**config.mk**
```make
export PLATFORM = sky130hd
export DESIGN_NAME = rom_seq_flat
export DESIGN_NICKNAME = d
export VERILOG_FILES = /design/src/rtl/rom_seq_pkg.sv /design/src/rtl/rom_seq_if.sv /design/src/rtl/rom_seq_prescaler.sv /design/src/rtl/rom_seq.sv /design/src/flat_wrapper.sv
export SDC_FILE = /design/constraint.sdc
export NUM_CORES = 1
export LEC_CHECK = 0
export CAP_MARGIN = 30
export CORE_MARGIN = 4
export CORE_UTILIZATION = 56
export CTS_CLUSTER_DIAMETER = 150
export CTS_CLUSTER_SIZE = 14
export DETAILED_ROUTE_END_ITERATION = 10
export PLACE_DENSITY = 0.8
export RECOVER_POWER = 25
export SYNTH_ARGS = -nofsm -noshare
export SYNTH_HDL_FRONTEND = slang
export SYNTH_SLANG_ARGS = --single-unit
```
**constraint.sdc**
```tcl
create_clock -name clk -period 2.1 [get_ports clk]
set_clock_uncertainty 0.1 [all_clocks]
set_input_delay 0.63 -clock clk [delete_from_list [all_inputs] [get_ports clk]]
set_output_delay 0.63 -clock clk [all_outputs]
set_load 0.01 [all_outputs]
```
**src/rtl/rom_seq_pkg.sv**
```systemverilog
`default_nettype none
// ============================================================================
//  Module      : rom_seq_pkg
//  Description : Shared types and helpers for the ROM address sequencer.
//                Holds the FSM state encoding and the counter-width helper
//                used by the sequencer and its prescaler.
//  Revision    : 1.0 - initial release
// ============================================================================
package rom_seq_pkg;

    // Sequencer states. The encoding is fixed so that state dumps stay
    // comparable with the original board firmware documentation.
    typedef enum logic [1:0] {
        ST_IDLE = 2'd0,
        ST_WAIT = 2'd1,
        ST_SHOW = 2'd2
    } state_t;

    // Width of a counter that must hold 0..n-1, never narrower than 1 bit.
    function automatic int cnt_width(input int n);
        return (n <= 2) ? 1 : $clog2(n);
    endfunction

endpackage
`default_nettype wire

```
**src/rtl/rom_seq_if.sv**
```systemverilog
`default_nettype none
// ============================================================================
//  Module      : rom_seq_if
//  Description : Control / ROM / display bundle of the ROM sequencer.
//                master : the sequencer (drives addr, leds, busy, done)
//                slave  : the controller + ROM side (drives start, stop,
//                         loop and the ROM read data)
//  Ports       : start_i, stop_i, loop_i  - pass control (level sampled)
//                addr_o    [AW-1:0]       - ROM address
//                data_in_i [DW-1:0]       - ROM read data
//                leds_o    [DW-1:0]       - last latched ROM word
//                busy_o, done_o           - status
//  Revision    : 1.0 - initial release
// ============================================================================
interface rom_seq_if #(
    parameter int AW = 5,
    parameter int DW = 4
) ();
    logic          start_i;
    logic          stop_i;
    logic          loop_i;
    logic [AW-1:0] addr_o;
    logic [DW-1:0] data_in_i;
    logic [DW-1:0] leds_o;
    logic          busy_o;
    logic          done_o;

    modport master (
        input  start_i, stop_i, loop_i, data_in_i,
        output addr_o, leds_o, busy_o, done_o
    );

    modport slave (
        output start_i, stop_i, loop_i, data_in_i,
        input  addr_o, leds_o, busy_o, done_o
    );
endinterface
`default_nettype wire

```
**src/rtl/rom_seq_prescaler.sv**
```systemverilog
`default_nettype none
// ============================================================================
//  Module      : prescaler
//  Description : Free-running counter 0..TICKS-1 with synchronous clear and
//                a terminal-count flag while the count sits at TICKS-1.
//  Ports       : clk, rst  - clock, asynchronous active-high reset
//                clr_i     - synchronous clear (holds the count at 0)
//                tc_o      - high while the count equals TICKS-1
//  Revision    : 1.0 - initial release
// ============================================================================
module prescaler
    import rom_seq_pkg::*;
#(
    parameter int TICKS = 12000000
) (
    input  wire logic clk,
    input  wire logic rst,
    input  wire logic clr_i,
    output logic      tc_o
);
    localparam int             CNT_W  = cnt_width(TICKS);
    localparam logic [CNT_W-1:0] c_LAST = CNT_W'(TICKS - 1);

    logic [CNT_W-1:0] cnt_q;

    always_ff @(posedge clk or posedge rst) begin
        if (rst) begin
            cnt_q <= '0;
        end else if (clr_i || (cnt_q == c_LAST)) begin
            cnt_q <= '0;
        end else begin
            cnt_q <= cnt_q + CNT_W'(1);
        end
    end

    assign tc_o = (cnt_q == c_LAST);

endmodule
`default_nettype wire

```
**src/rtl/rom_seq.sv**
```systemverilog
`default_nettype none
// ============================================================================
//  Module      : rom_seq
//  Description : Walks ROM addresses 0..LEN-1, waits RD_LAT cycles for each
//                read, latches the word onto the LEDs and shows it for TICKS
//                cycles. Optional looping, abort via stop.
//  Ports       : clk, rst  - clock, asynchronous active-high reset
//                bus       - rom_seq_if.master (control, ROM, display)
//  Revision    : 1.0 - initial release
// ============================================================================
module rom_seq
    import rom_seq_pkg::*;
#(
    parameter int AW     = 5,
    parameter int DW     = 4,
    parameter int LEN    = 8,
    parameter int TICKS  = 12000000,
    parameter int RD_LAT = 2
) (
    input  wire logic  clk,
    input  wire logic  rst,
    rom_seq_if.master  bus
);
    localparam int               LAT_W       = cnt_width(RD_LAT);
    localparam logic [LAT_W-1:0] c_LAT_LAST  = LAT_W'(RD_LAT - 1);
    localparam logic [AW-1:0]    c_LAST_ADDR = AW'(LEN - 1);

    state_t           state_q;
    logic [AW-1:0]    addr_q;
    logic [DW-1:0]    leds_q;
    logic             busy_q;
    logic             done_q;
    logic [LAT_W-1:0] lat_q;

    logic w_pre_clr;
    logic w_pre_tc;

    // The display counter only runs while a word is on show; everywhere else
    // it is held at zero so each SHOW starts a fresh TICKS-long period.
    assign w_pre_clr = (state_q != ST_SHOW);

    prescaler #(
        .TICKS (TICKS)
    ) u_prescaler (
        .clk   (clk),
        .rst   (rst),
        .clr_i (w_pre_clr),
        .tc_o  (w_pre_tc)
    );

    always_ff @(posedge clk or posedge rst) begin
        if (rst) begin
            state_q <= ST_IDLE;
            addr_q  <= '0;
            leds_q  <= '0;
            busy_q  <= 1'b0;
            done_q  <= 1'b0;
            lat_q   <= '0;
        end else begin
            done_q <= 1'b0;
            case (state_q)
                ST_IDLE: begin
                    if (bus.start_i && !bus.stop_i) begin
                        addr_q  <= '0;
                        lat_q   <= '0;
                        busy_q  <= 1'b1;
                        state_q <= ST_WAIT;
                    end
                end
                ST_WAIT: begin
                    lat_q <= lat_q + LAT_W'(1);
                    // stop wins over the pending ROM sample
                    if (bus.stop_i) begin
                        busy_q  <= 1'b0;
                        state_q <= ST_IDLE;
                    end else if (lat_q == c_LAT_LAST) begin
                        leds_q  <= bus.data_in_i;
                        state_q <= ST_SHOW;
                    end
                end
                ST_SHOW: begin
                    if (bus.stop_i) begin
                        busy_q  <= 1'b0;
                        state_q <= ST_IDLE;
                    end else if (w_pre_tc) begin
                        if (addr_q != c_LAST_ADDR) begin
                            addr_q  <= addr_q + AW'(1);
                            lat_q   <= '0;
                            state_q <= ST_WAIT;
                        end else if (bus.loop_i) begin
                            // explicit wrap: LEN need not be a power of two
                            addr_q  <= '0;
                            lat_q   <= '0;
                            state_q <= ST_WAIT;
                        end else begin
                            done_q  <= 1'b1;
                            busy_q  <= 1'b0;
                            state_q <= ST_IDLE;
                        end
                    end
                end
                default: begin
                    busy_q  <= 1'b0;
                    state_q <= ST_IDLE;
                end
            endcase
        end
    end

    assign bus.addr_o = addr_q;
    assign bus.leds_o = leds_q;
    assign bus.busy_o = busy_q;
    assign bus.done_o = done_q;

endmodule
`default_nettype wire

```
**src/flat_wrapper.sv**
```systemverilog
// flat-port wrapper written by rule: the top's interface ports become plain ports
module rom_seq_flat import rom_seq_pkg::*;
#(
    parameter int AW     = 5,
    parameter int DW     = 4,
    parameter int LEN    = 8,
    parameter int TICKS  = 12000000,
    parameter int RD_LAT = 2
)
  (clk, rst, bus_start_i, bus_stop_i, bus_loop_i, bus_data_in_i, bus_addr_o, bus_leds_o, bus_busy_o, bus_done_o);
  rom_seq_if #(.AW(AW), .DW(DW)) bus_i ();
  input  wire logic clk;
  input  wire logic rst;
  input wire logic [$bits(bus_i.start_i)-1:0] bus_start_i;
  input wire logic [$bits(bus_i.stop_i)-1:0] bus_stop_i;
  input wire logic [$bits(bus_i.loop_i)-1:0] bus_loop_i;
  input wire logic [$bits(bus_i.data_in_i)-1:0] bus_data_in_i;
  output wire logic [$bits(bus_i.addr_o)-1:0] bus_addr_o;
  output wire logic [$bits(bus_i.leds_o)-1:0] bus_leds_o;
  output wire logic [$bits(bus_i.busy_o)-1:0] bus_busy_o;
  output wire logic [$bits(bus_i.done_o)-1:0] bus_done_o;
  assign bus_i.start_i = bus_start_i;
  assign bus_i.stop_i = bus_stop_i;
  assign bus_i.loop_i = bus_loop_i;
  assign bus_i.data_in_i = bus_data_in_i;
  assign bus_addr_o = bus_i.addr_o;
  assign bus_leds_o = bus_i.leds_o;
  assign bus_busy_o = bus_i.busy_o;
  assign bus_done_o = bus_i.done_o;
  rom_seq #(.AW(AW), .DW(DW), .LEN(LEN), .TICKS(TICKS), .RD_LAT(RD_LAT)) u_core (.clk(clk), .rst(rst), .bus(bus_i));
endmodule
```
== Word level (Yosys, flattened, before mapping) ==
Cells that the tools add are included.

* Register bits after elaboration: 38
* Latch bits: 0
* Bits in writable memories: 0
* Memory bits (read-only): 0
* Input bits: 9
* Output and inout bits: 11
* Memories kept: 0

* Add/subtract/negate cells: 3
* Multipliers: 0
* Divide/modulo/power cells: 0
* Magnitude comparators: 0
* Equal/unequal tests: 14
* Shift-type cells: 0
* Muxes and demuxes: 33
* Bitwise gates (word level): 1
* Reductions and logical operators: 11

{| class="wikitable"
|+ Operators by type and width
! operator !! count
|-
| 2-to-1 mux 5 bit || 5
|-
| adder 24 x 1 -> 24 bit (second input constant) || 1
|-
| equality test 24 bit (second input constant) || 1
|-
| 2-to-1 mux 24 bit || 1
|-
| 2-to-1 mux 1 bit || 17
|-
| AND reduction 5 bit || 3
|-
| 2-to-1 mux 2 bit || 6
|-
| one-hot mux 5 bit (2 select lines) || 1
|-
| inequality test 3 bit (second input constant) || 3
|-
| inequality test 2 bit (second input constant) || 4
|-
| inequality test 3 x 2 -> 1 bit (second input constant) || 2
|-
| one-hot mux 1 bit (3 select lines) || 2
|-
| one-hot mux 2 bit (3 select lines) || 1
|-
| AND reduction 3 bit || 2
|-
| adder 5 x 1 -> 5 bit (second input constant) || 1
|-
| inequality test 5 x 3 -> 1 bit (second input constant) || 1
|-
| nonzero test 3 bit || 1
|-
| equality test 2 x 1 -> 1 bit (second input constant) || 1
|-
| equality test 2 bit (second input constant) || 1
|-
| logical NOT 2 bit || 1
|-
| inequality test 2 x 1 -> 1 bit (second input constant) || 1
|-
| nonzero test 2 bit || 1
|-
| adder 1 bit (second input constant) || 1
|-
| logical AND 1 bit || 1
|-
| 3 further kinds || 3
|}

== Depth between registers and ports, before layout ==
Gate-level depths: netlist of run 1.

* Depth in word-level cells: 5
* Gate-level depth with buffers: 8

== By module ==
A second synthesis of run 1 with hierarchy kept.

* Cells, all modules: 194
* Area, all modules: 2016.9 um2

{| class="wikitable"
|+ By module, submodules not included
! module !! instances !! cells each !! area an instance (um2)
|-
| prescaler || 1 || 132 || 1271.2
|-
| rom_seq || 1 || 62 || 745.7
|}

== Worst setup path before layout of run 1 ==
OpenSTA, ideal clock, no wires.

* Path kind: register -> register
* Start: register u_core.u_prescaler.cnt_q[0]
* End: register u_core.u_prescaler.cnt_q[22]
* Setup time: 0.119 ns
* Arrival: 1.679 ns
* Setup slack: 0.202 ns
* Cell stages (with the launch flop): 8
* Buffers on the path: 1
* Period minus slack after synthesis: 1.898 ns
* Cells stage by stage: dfrtp_1 ha_1 inv_1 or4_4 buf_6 nor3_4 xnor2_1 nor2_2

* Word-level cells in the longest chain between the ends: 3

{| class="wikitable"
|+ Ends and longest elaborated chain
! what !! RTL line !! RTL
|-
| start, declared || rom_seq_prescaler.sv:24 || <nowiki>logic [CNT_W-1:0] cnt_q;</nowiki>
|-
| start signal, assigned || rom_seq_prescaler.sv:32 || <nowiki>cnt_q <= cnt_q + CNT_W'(1);</nowiki>
|-
| branches (longest 2 deep; another with adder 24 x 1 -> 24 bit) || - ||
|-
| 2-to-1 mux 24 bit (*) || rom_seq_prescaler.sv:29 || <nowiki>end else if (clr_i || (cnt_q == c_LAST)) begin</nowiki>
|}

Every way passes the cells marked *.
A chain may end at the register's enable or synchronous reset.

== Worst setup path after layout of run 1 ==
* Start: register u_core.addr_q[3] (netlist: u_core.bus.addr_o[3])
* End: output port bus_addr_o[3]

{| class="wikitable"
|+ RTL lines
! what !! RTL line !! RTL
|-
| start, declared || rom_seq.sv:29 || <nowiki>logic [AW-1:0] addr_q;</nowiki>
|-
| start signal, assigned || rom_seq.sv:87 || <nowiki>addr_q <= addr_q + AW'(1);</nowiki>
|-
| end, declared || flat_wrapper.sv:18 || <nowiki>output wire logic [$bits(bus_i.addr_o)-1:0] bus_addr_o;</nowiki>
|}

No word-level cell between the ends.

==> results of run 1 <==
-- cell families (layout without fill, tap and decap cells) --
family / count (synthesis) / count (layout) / synth area share (%)
buffers and inverters: 15 / 58 / 4.187
muxes: 6 / 6 / 3.299
xor gates and xnor gates: 22 / 22 / 9.771
and+or+nand+nor: 99 / 99 / 26.78
DFF: 38 / 38 / 48.22
AOI/OAI and AO/OA: 19 / 19 / 6.472
adders and majority gates: 2 / 2 / 1.269
-- cells in the mapped netlist, drive strengths merged (3+ instances only) --
master	count
a21oi	3
nand2	13
nor2	39
buf	3
xor2	10
o21ai	5
and4	3
clkbuf	7
and3	4
dfrtp	38
nand4	9
mux2	4
xnor2	12
o211ai	4
inv	5
nand2b	5
nor3	3
nand3	13
-- stage by stage --
step | hold slack [ns] | utilization [%] | total power, mW | worst slack, ns
2_1_floorplan | 0.3874 | - | 1.013 | 0.2021
3_3_place_gp | 0.3880 | 68.71 | 1.152 | -0.04578
3_5_place_dp | 0.3951 | 68.71 | 1.163 | -0.1110
4_1_cts | 0.4218 | 71.17 | 1.652 | 0.005856
5_1_grt | 0.4368 | 72.77 | 1.725 | 0.002010
6_report | 0.4178 | 72.77 | 1.645 | 0.05714
-- worst paths after layout --
check / endpoint / startpoint / slack [ns] / cells past startpoint
max: bus_addr_o[3] / u_core.bus.addr_o[3] / 0.06 / 1
min: u_core.bus.leds_o[0] / u_core.bus.leds_o[0] / 0.42 / 1
max reg2reg: u_core.bus.addr_o[3] / u_core.u_prescaler.cnt_q[1] / 0.13 / 7
min reg2reg: u_core.bus.leds_o[0] / u_core.bus.leds_o[0] / 0.42 / 1
max in group asynchronous: u_core.bus.addr_o[3] / rst / 0.40 / 3
min in group asynchronous: u_core.u_prescaler.cnt_q[14] / rst / 0.89 / 3
-- layout by cell type (no fill, tap or decap), drive strengths merged, types with 2 or more instances in the layout --
| cell type | netlist | final |
|---|---|---|
| dlygate4sd2 | 0 | 2 |
| xnor2 | 12 | 12 |
| nor4 | 2 | 2 |
| a21oi | 3 | 3 |
| clkdlybuf4s50 | 0 | 16 |
| o31ai | 2 | 2 |
| nand3 | 13 | 13 |
| clkinv | 0 | 2 |
| or3 | 2 | 2 |
| and4 | 3 | 3 |
| o311ai | 2 | 2 |
| ha | 2 | 2 |
| nor2 | 39 | 39 |
| nand4 | 9 | 9 |
| dfrtp | 38 | 38 |
| buf | 3 | 25 |
| and3 | 4 | 4 |
| mux2 | 4 | 4 |
| inv | 5 | 5 |
| clkbuf | 7 | 6 |
| nand2b | 5 | 5 |
| nand2 | 13 | 13 |
| nand3b | 2 | 2 |
| mux2i | 2 | 2 |
| nor3 | 3 | 3 |
| xor2 | 10 | 10 |
| o21ai | 5 | 5 |
| o211ai | 4 | 4 |
-- flip-flops by register name (all words and copies together), names as in the netlist --
name / cells
u_core.u_prescaler.cnt_q: 24
u_core.bus.addr_o: 5
u_core.bus.leds_o: 4
u_core.state_q: 2
u_core.bus.busy_o: 1
u_core.bus.done_o: 1
u_core.lat_q: 1
-- timing repair --
action / in CTS / in global routing
hold endpoints to repair: 0 / 0
gates resized for setup: 2 / 6
endpoints found under the setup margin: 3 / 8
buffers inserted: 1 / 6
pin swaps: 0 / 1
-- metal layers --
| metal | vias to the layer above | track usage [%] | wire (um) |
|---|---|---|---|
| met5 | - | 0 | 0 |
| met4 | 0 | 10.38 | 106 |
| met3 | 13 | 5.824 | 192 |
| met2 | 41 | 34.48 | 2049 |
| met1 | 792 | 24.87 | 1818 |
| li1 | 785 | - | - |
-- where the power goes --
part / switching, mW / total [mW] / internal, mW
logic: 0.138 / 0.307 / 0.169
clock network: 0.254 / 0.501 / 0.247
registers: 0.0456 / 0.837 / 0.791
total: 0.438 / 1.65 / 1.21
-- layout make-up --
| class | count | share of cell area [%] |
|---|---|---|
| tap | 46 | 2.352 |
| inverter | 5 | 0.7669 |
| sequential | 38 | 38.91 |
| clock inverter | 3 | 1.636 |
| timing repair buffer | 45 | 15.54 |
| clock buffer | 5 | 1.534 |
| multi-input combinational | 148 | 39.26 |
==> qor.yml, run 1 <==
crit_buf_inv: 1
hold_viol: 0
grt_use_total_pct: 20.86
wl_per_cell_um: 14.37
crit_family: "buffers and inverters"
path_cells: "clkdlybuf4s50_1"
cp-start-kind: "register"
antenna_found_initial: 0
clk_latency_ns: 0.35
grt_overflow: 0
viasPerCell: 5.624
placed_cell_area_mm2: 0.002311
crit_type: "register to output pin"
fill_cells: 254
synth_fp_nets: 212
cts_buffer_depth: 2
cts-root-buf: "clkbuf_4"
cts_buffers: 5
endpoint_kind: "output pin"
outcome: "finished, final reports clean"
grt_max_degree: 39
antenna_cells: 0
drt_iter0_markers: 123
cts_tree: "built"
setup_violations: 0
yosys_warnings: 0
synthArstFlopShare_pct: 100.0
first_global_vias: 1593
htreeDepth: 2
fin_setup_tns_ns: 0
yosysUniqueCellTypes: 40
dp_hpwl_um: 2818
grt_pass1_wl_um: 7010
maxSlewViolCount: 0
synth_ff_type: "dfrtp_1"
ys_ff_latch: 38
ir_drop_v: 0.0004104
avgSynthCellArea_um2: 9.810
wl_um: 4167
regArea_um2: 952.2
synth_edf_count: 0
routabilityCongestion: 0.8465
clock-sinks: 38
dp_cells: 275
firstDrtPassIters: 4
clk_pin_slew_worst_paths_ns: 0.12
synthCells: 201
synth_top_cell_by_area: "dfrtp_1"
nets: 254
worst-endpoint-required_ns: 1.37
final_cells: 290
row_count: 21
area_growth_pct: 24.11
worstHoldPathType: "register to register"
top_level_ports: 20
start_util_pct: 58.63
maxCapViolCount: 0
fin_crit_sh_pct: 97.28
path_max_fanout: 4
p_leak_nw: 1.034
portBuffers: 19
ys_top_cells_by_area: "dfrtp_1 48%, nor2_1 7.0%, xnor2_1 5.3%"
fp.dieW_um: 67.34
cts_hold_repair.buffers: 0
fin_crit_ns: 2.043
synth_seq_area_share_pct: 48.22
ant_nets: 0
core_area_mm2: 0.003363
vias: 1631
p_per_area_mw_per_mm2: 672.2
critPathMaxStageDelay_ns: 0.54
final_area_mm2: 0.002447
die-height_um: 67.34
drive_gt1_share_pct: 20.90
slew_headroom_pct: 39.28
rsz0062_at_grt: "false"
drcViolationCount: 0
arrival_ns: 1.31
worst_pin_slew_ns: 0.9108
die_area_mm2: 0.004535
crit_slowest_cell: "clkdlybuf4s50_1"
synth_top_area_share_pct: 48.22
max_freq_ghz: 0.4895
netlist_area_mm2: 0.001972
multi_input_area_um2: 960.9
(Power assumes the default switching activity.)
==> run 2: changes to the inputs <==
--- a/config.mk
+++ b/config.mk
@@ -11,6 +11,7 @@
 export CTS_CLUSTER_DIAMETER = 150
 export CTS_CLUSTER_SIZE = 14
 export DETAILED_ROUTE_END_ITERATION = 10
+export HOLD_SLACK_MARGIN = 0.15
 export PLACE_DENSITY = 0.8
 export RECOVER_POWER = 25
 export SYNTH_ARGS = -nofsm -noshare
==> results of run 2 <==
The final DEF is identical to that of run 1; final timing and power are the same.
